**src/rtl/pipeline_pkg.sv**
```systemverilog
// Types and constants shared by the pipeline hazard/stall control logic.
package pipeline_pkg;
   localparam int REG_ADDR_W = 4;

   typedef enum logic [1:0] {
      RUN     = 2'd0,
      MD_WAIT = 2'd1,
      HALT    = 2'd2
   } ctrl_state_e;
endpackage

```
**src/rtl/pipeline_stall_controller_load_use_detect.sv**
```systemverilog
// Flags a load in EX whose destination feeds a source operand of the ID instruction.
module load_use_detect
   import pipeline_pkg::*;
(
   input  logic [REG_ADDR_W-1:0] id_op1,
   input  logic [REG_ADDR_W-1:0] id_op2,
   input  logic                  id_uses_op2,
   input  logic [REG_ADDR_W-1:0] ex_dest,
   input  logic                  ex_mem_read,
   output logic                  load_use
);
   // r0 is deliberately not excluded: the register file treats it as a normal register.
   assign load_use = ex_mem_read &
                     ((ex_dest == id_op1) | (id_uses_op2 & (ex_dest == id_op2)));
endmodule

```
**src/rtl/pipeline_stall_controller.sv**
```systemverilog
// Pipeline sequencing around load-use, taken branch, multi-cycle mul/div and halt.
module pipeline_stall_controller
   import pipeline_pkg::*;
#(
   parameter int MULDIV_CYCLES = 4,
   parameter int STALL_CNT_W   = 16
) (
   input  logic                   clk,
   input  logic                   rst,
   input  logic [REG_ADDR_W-1:0]  id_op1,
   input  logic [REG_ADDR_W-1:0]  id_op2,
   input  logic                   id_uses_op2,
   input  logic [REG_ADDR_W-1:0]  ex_dest,
   input  logic                   ex_mem_read,
   input  logic                   id_branch_taken,
   input  logic                   id_muldiv,
   input  logic                   id_halt,
   output logic                   pc_we,
   output logic                   ifid_we,
   output logic                   ifid_flush,
   output logic                   idex_bubble,
   output logic                   ex_hold,
   output logic                   exmem_bubble,
   output logic                   muldiv_busy,
   output logic                   halted,
   output logic [STALL_CNT_W-1:0] stall_count
);
   ctrl_state_e            state_q, state_d;
   logic [3:0]             md_cnt_q, md_cnt_d;
   logic [STALL_CNT_W-1:0] stall_q, stall_d;
   logic                   load_use;

   load_use_detect u_lud (
      .id_op1      (id_op1),
      .id_op2      (id_op2),
      .id_uses_op2 (id_uses_op2),
      .ex_dest     (ex_dest),
      .ex_mem_read (ex_mem_read),
      .load_use    (load_use)
   );

   always_comb begin
      state_d      = state_q;
      md_cnt_d     = md_cnt_q;
      pc_we        = 1'b0;
      ifid_we      = 1'b0;
      ifid_flush   = 1'b0;
      idex_bubble  = 1'b0;
      ex_hold      = 1'b0;
      exmem_bubble = 1'b0;
      muldiv_busy  = 1'b0;
      halted       = 1'b0;
      if (rst) begin
         state_d      = RUN;
         md_cnt_d     = 4'd0;
         ifid_flush   = 1'b1;
         idex_bubble  = 1'b1;
         exmem_bubble = 1'b1;
      end else begin
         case (state_q)
            RUN: begin
               if (load_use) begin
                  idex_bubble = 1'b1;
               end else if (id_halt) begin
                  idex_bubble = 1'b1;
                  state_d     = HALT;
               end else if (id_branch_taken) begin
                  pc_we      = 1'b1;
                  ifid_we    = 1'b1;
                  ifid_flush = 1'b1;
               end else begin
                  pc_we   = 1'b1;
                  ifid_we = 1'b1;
                  if (id_muldiv) begin
                     state_d  = MD_WAIT;
                     md_cnt_d = 4'(MULDIV_CYCLES - 1);
                  end
               end
            end
            MD_WAIT: begin
               ex_hold      = 1'b1;
               exmem_bubble = 1'b1;
               muldiv_busy  = 1'b1;
               md_cnt_d     = md_cnt_q - 4'd1;
               if (md_cnt_q == 4'd1) state_d = RUN;
            end
            HALT: begin
               idex_bubble = 1'b1;
               halted      = 1'b1;
            end
            default: state_d = RUN;
         endcase
      end
   end

   // Stall cycles counted only outside HALT so a halted core shows a frozen count.
   always_comb begin
      stall_d = stall_q;
      if (rst) stall_d = '0;
      else if (!pc_we && state_q != HALT && stall_q != '1)
         stall_d = stall_q + STALL_CNT_W'(1);
   end

   always_ff @(posedge clk) begin
      state_q  <= state_d;
      md_cnt_q <= md_cnt_d;
      stall_q  <= stall_d;
   end

   assign stall_count = stall_q;
endmodule

```
**config.mk**
```make
export PLATFORM = sky130hd
export DESIGN_NAME = pipeline_stall_controller
export DESIGN_NICKNAME = d
export VERILOG_FILES = /design/src/rtl/pipeline_pkg.sv /design/src/rtl/pipeline_stall_controller_load_use_detect.sv /design/src/rtl/pipeline_stall_controller.sv
export SDC_FILE = /design/constraint.sdc
export NUM_CORES = 1
export LEC_CHECK = 0
export ABC_AREA = 1
export CORE_AREA = 5 5 64 66
export DETAILED_ROUTE_END_ITERATION = 7
export DIE_AREA = 0 0 69 71
export PLACE_DENSITY_LB_ADDON = 0.25
export SLEW_MARGIN = 40
export SYNTH_ARGS = -nofsm -noshare
export SYNTH_HDL_FRONTEND = slang
export SYNTH_SLANG_ARGS = --single-unit
```
**constraint.sdc**
```tcl
create_clock -name clk -period 1.91 [get_ports clk]
set_input_delay 0.382 -clock clk [delete_from_list [all_inputs] [get_ports clk]]
set_output_delay 0.382 -clock clk [all_outputs]
set_load 0.01 [all_outputs]
```
Word level (Yosys, flattened, before mapping)
Cells that the tools add are included.

Bits in latches: 0. Memories: 0. Memory bits (read-only): 0. Register bits after elaboration: 22. Output and inout port bits: 24. Bits of input ports: 19. Logic and storage cells: 59. Memory bits (writable): 0.

Reduce and logical (&&, ||, !) cells: 7. $lt $le $gt $ge: 0. Multipliers: 0. Div/mod/pow operators: 0. Shift operators: 0. Multiplexer cells: 29. Equality and inequality tests: 14. Bitwise gates (word level): 4. $add $sub $neg: 2.

Operators with widths (count): 1-bit two-way mux (17); 16-bit by 1-bit adder with 16-bit output, second input constant (1); 4-bit two-way mux (4); 16-bit != test, second input constant (1); 2-bit != test, second input constant (6); 2-bit two-way mux (5); 5-bit AND reduction (2); 4-bit equality test (2); 4-bit case mux with 2 select lines (1); 3-bit != test, second input constant (2); 2-bit case mux with 3 select lines (1); 4-bit by 1-bit equality test with 1-bit output, second input constant (1); 4-bit by 1-bit subtractor with 4-bit output, second input constant (1); 1-bit bitwise AND (2); 2-bit by 1-bit equality test with 1-bit output, second input constant (1); 2-bit equality test, second input constant (1); 1-bit logical AND (2); 2-bit logical NOT (1); 1-bit case mux with 2 select lines (1); 2-bit nonzero test (1); 1-bit logical NOT (1); 1-bit NOT (1); 1-bit bitwise OR (1).

Longest topological paths before layout
Word-level depth: 10. Mapped depth: 12. Depth with buffers taken out: 12.

Hierarchy
A second synthesis with hierarchy kept.

Cell total of the unflattened synthesis: 268. Area, all modules: 1557.7 sq um.

Modules (own cells, without submodules): pipeline_stall_controller (area an instance 1392.6 sq um, seq. area each 440.4 sq um, cells an instance 226, instances 1); load_use_detect (area an instance 165.2 sq um, seq. area each 0.0 sq um, cells an instance 42, instances 1).

Worst setup path before layout
No wires, ideal clock.

Kind: input port to output port. Start: input port id_op1[0]. End: output port pc_we. Stages on the path: 9. Required time: 1528 ps. Buffers on the path: 2. Arrival: 1370 ps. Setup slack: 158 ps. Cells stage by stage: xor2_1 -> nor2_1 -> nand2_1 -> nand2_1 -> nand2_1 -> nand2_2 -> buf_2 -> inv_1 -> buf_4.

Word-level cells in the longest chain between the ends: 6.

RTL lines: start, declared (RTL line pipeline_stall_controller.sv:10) `input logic [REG_ADDR_W-1:0] id_op1,`; 4-bit equality test (RTL line pipeline_stall_controller_load_use_detect.sv:14) `((ex_dest == id_op1) | (id_uses_op2 & (ex_dest == id_op2)));`; 1-bit bitwise OR (RTL line pipeline_stall_controller_load_use_detect.sv:14); 1-bit bitwise AND (RTL line pipeline_stall_controller_load_use_detect.sv:13) `assign load_use = ex_mem_read &`; 1-bit two-way mux (3 in series); end, declared (RTL line pipeline_stall_controller.sv:18) `output logic pc_we,`.

Every way passes these cells.

Worst setup path in the final report
Start: input port rst. End: output port exmem_bubble.

Word-level cells in the longest chain between the ends: 1.

RTL lines: start, declared (RTL line pipeline_stall_controller.sv:9) `input logic rst,`; 1-bit two-way mux (RTL line pipeline_stall_controller.sv:53) `if (rst) begin`; end, declared (RTL line pipeline_stall_controller.sv:23) `output logic exmem_bubble,`.

Every way passes these cells.

==> metrics.cfg <==
[power_and_ir_drop]
total_power_uw = 1330
swShare = 0.325
p_int_uw = 896
power_switching_uw = 431
p_leak_uw = 0.000988
power_density_nw_per_um2 = 603
ir_drop_mv = 0.458
seqPwrFrac = 0.395
power.share.clock = 0.272
power_frac_comb = 0.333

[final_layout]
fin_nets = 316
diodes = 0
layout-drive-gt1-share = 0.191
finalInstanceArea_sq_um = 2200
fillers = 347
area_growth_pct = 37.5

[synthesis]
yosys_warnings = 0
synth_common_cells = nand2_1 (54), inv_1 (31), nor2_1 (28), dfxtp_1 (22), nand4_1 (18)
syn_nets = 261
netlist_area_sq_um = 1600
netlist.top_cell.by_area = dfxtp_1
synth_most_common_cell = nand2_1
synth.area.top_cells = dfxtp_1 (28%), nand2_1 (13%), inv_1 (7.3%)
synth.distinct_cells = 26
seq_area_frac_synth = 0.275
netlist.area_leader.share = 0.275
ys_ff_latch = 22
synth_cells = 239
synth_top_flop_cell = dfxtp_1
postSynth.asyncResetShare = 0
synth.avg_cell_area_sq_um = 6.70
synth-edff-count = 0

[timing]
worst_pin_slew_ns = 0.387
setup_viol = 0
finalCritPeriodShare = 0.995
maxSlewHeadroom = 0.739
finalHoldViolCount = 0
fmax_mhz = 526
slew_viol_final = 0
rsz0062_at_grt = true
fin_skew_ns = 0.00484
period_needed_ns = 1.90

[cts]
cts_buffer_depth = 2
cts_tree = done
htreeDepth = 1
cts.reportedPaths.clkPinSlew_ns = 0.13
cts_root_buf = clkbuf_4
cts_inserted_buffers = 3
cts_num_sinks = 22
clock_latency_ns = 0.31

[floorplanning]
core_area_sq_um = 3520
ios = 43
start_util = 0.454
die_x_microns = 69
die_area_sq_um = 4900
row_count = 22
die_h_microns = 71

[global_routing]
grt_use_total = 0.165
first_global_vias = 1583
grt_overflow_total = 0
antenna_found_initial = 0
grt_max_degree = 18
grt_pass1_wl_microns = 6910

[routing]
drc = 0
wl_microns = 3990
drt-wirelength-per-cell_microns = 11.7
num_vias = 1641
dr.pass1.iters = 4
drtIter0Drc = 81
viasPerCell = 4.81
ant_nets = 0

[critical_path]
criticalPathCategory = input port to output pin
arrival_ns = 1.52
endpoint_kind = output pin
worstPathRequired_ns = 1.53
critical_path_peak_fanout = 5
r2r_cells = 9
crit_path_start_kind = input port

[hold_path]
hp-class = register to register
min_path_cells = 2

[run]
cap_violations = 0

[placed_design]
dp_hpwl_microns = 2970
placed_cell_area_sq_um = 2130
gp_congestion = 0.833
io_buffers = 42

[outcome]
status = complete, no violations

worst max-delay path, stage by stage:
cell and delay (ns):
clkdlybuf4s50_1 0.47, buf_4 0.17, inv_1 0.15, nand2_1 0.07
dlygate4sd2_1 0.28
sequential cells by signal, indices dropped and copies added (netlist names):
| signal | cells |
|---|---|
| state_q | 2 |
| md_cnt_q | 4 |
| stall_count | 16 |
worst paths after layout:
kind	from	endpoint	slack, ns
max	rst	exmem_bubble	0.009
min	md_cnt_q[3]$_SDFFE_PP0P_	md_cnt_q[3]$_SDFFE_PP0P_	0.51
max reg2reg	state_q[0]$_SDFFE_PP0P_	stall_count[0]$_SDFFE_PP0P_	0.21
min reg2reg	md_cnt_q[3]$_SDFFE_PP0P_	md_cnt_q[3]$_SDFFE_PP0P_	0.51
stage by stage:
step	utilization	TNS [ns]	hold slack (ns)	setup WS, ns	cells
after floorplan	-	0	0.451	0.158	239
after global placement	0.605	-8.53	0.481	-0.584	335
after detailed placement	0.605	-8.98	0.487	-0.604	335
after CTS	0.619	-0.0922	0.505	-0.0922	340
after global routing	0.624	-0.275	0.530	-0.0792	341
final	0.624	0	0.508	0.00886	341
area by class of cell:
cell class / count / area (sq um) / share of cell area
multi-input cells: 177 / 1010 / 0.458
repair buffers: 59 / 523 / 0.238
flip-flops and latches: 22 / 440 / 0.200
inverters: 31 / 116 / 0.0529
well taps: 48 / 60.1 / 0.0273
clock inverters: 1 / 30.0 / 0.0137
clock buffers: 3 / 22.5 / 0.0102
timing repair:
item / in CTS / in global routing
resized for setup: 39 / 11
hold buffers: 0 / 0
endpoints found under the setup margin: 24 / 16
setup buffers: 1 / 1
pin swaps: 8 / 8
layout by cell type, fill, tap and decap left out:
cell type and instances:
a21oi_1 12, a21oi_2 10, buf_2 2, buf_4 17
buf_6 2, bufinv_16 1, clkbuf_2 2, clkbuf_4 3
clkdlybuf4s15_1 3, clkdlybuf4s50_1 21, dfxtp_1 22, dlygate4sd2_1 10
dlymetal6s2s_1 2, ha_1 3, inv_1 30, inv_2 1
nand2_1 52, nand2_2 11, nand2_4 2, nand3_1 9
nand3_2 1, nand3_4 1, nand3b_1 2, nand4_1 18
nand4_4 1, nor2_1 28, nor2_2 1, nor3_1 4
nor3_4 1, nor4_1 1, o2111ai_1 1, o21ai_0 3
o21ai_1 1, xnor2_1 3, xor2_1 12
kinds of logic (layout without fill, tap and decap cells):
logic type,count (synthesis),count (layout),synth area share
simple gates,132,132,0.401
buf+inv,40,94,0.110
compound gates,27,27,0.108
flops,22,22,0.275
xor+xnor,15,15,0.0821
fa+ha+maj,3,3,0.0235
metal layers:
metal | up-vias | share of wire | track usage
met5 | - | 0 | 0
met4 | 0 | 0.013 | 0.0456
met3 | 6 | 0.051 | 0.0355
met2 | 41 | 0.47 | 0.291
met1 | 710 | 0.47 | 0.202
li1 | 884 | - | -
power by group through the flow:
stage               registers, uW  logic, uW  clock network, uW
floorplan                     535        284                  0
global placement              532        439                  0
detailed placement            534        443                  0
CTS                           523        436                372
global route                  529        502                388
finish                        524        442                361
Note: power is estimated with default switching activity, not from simulation.
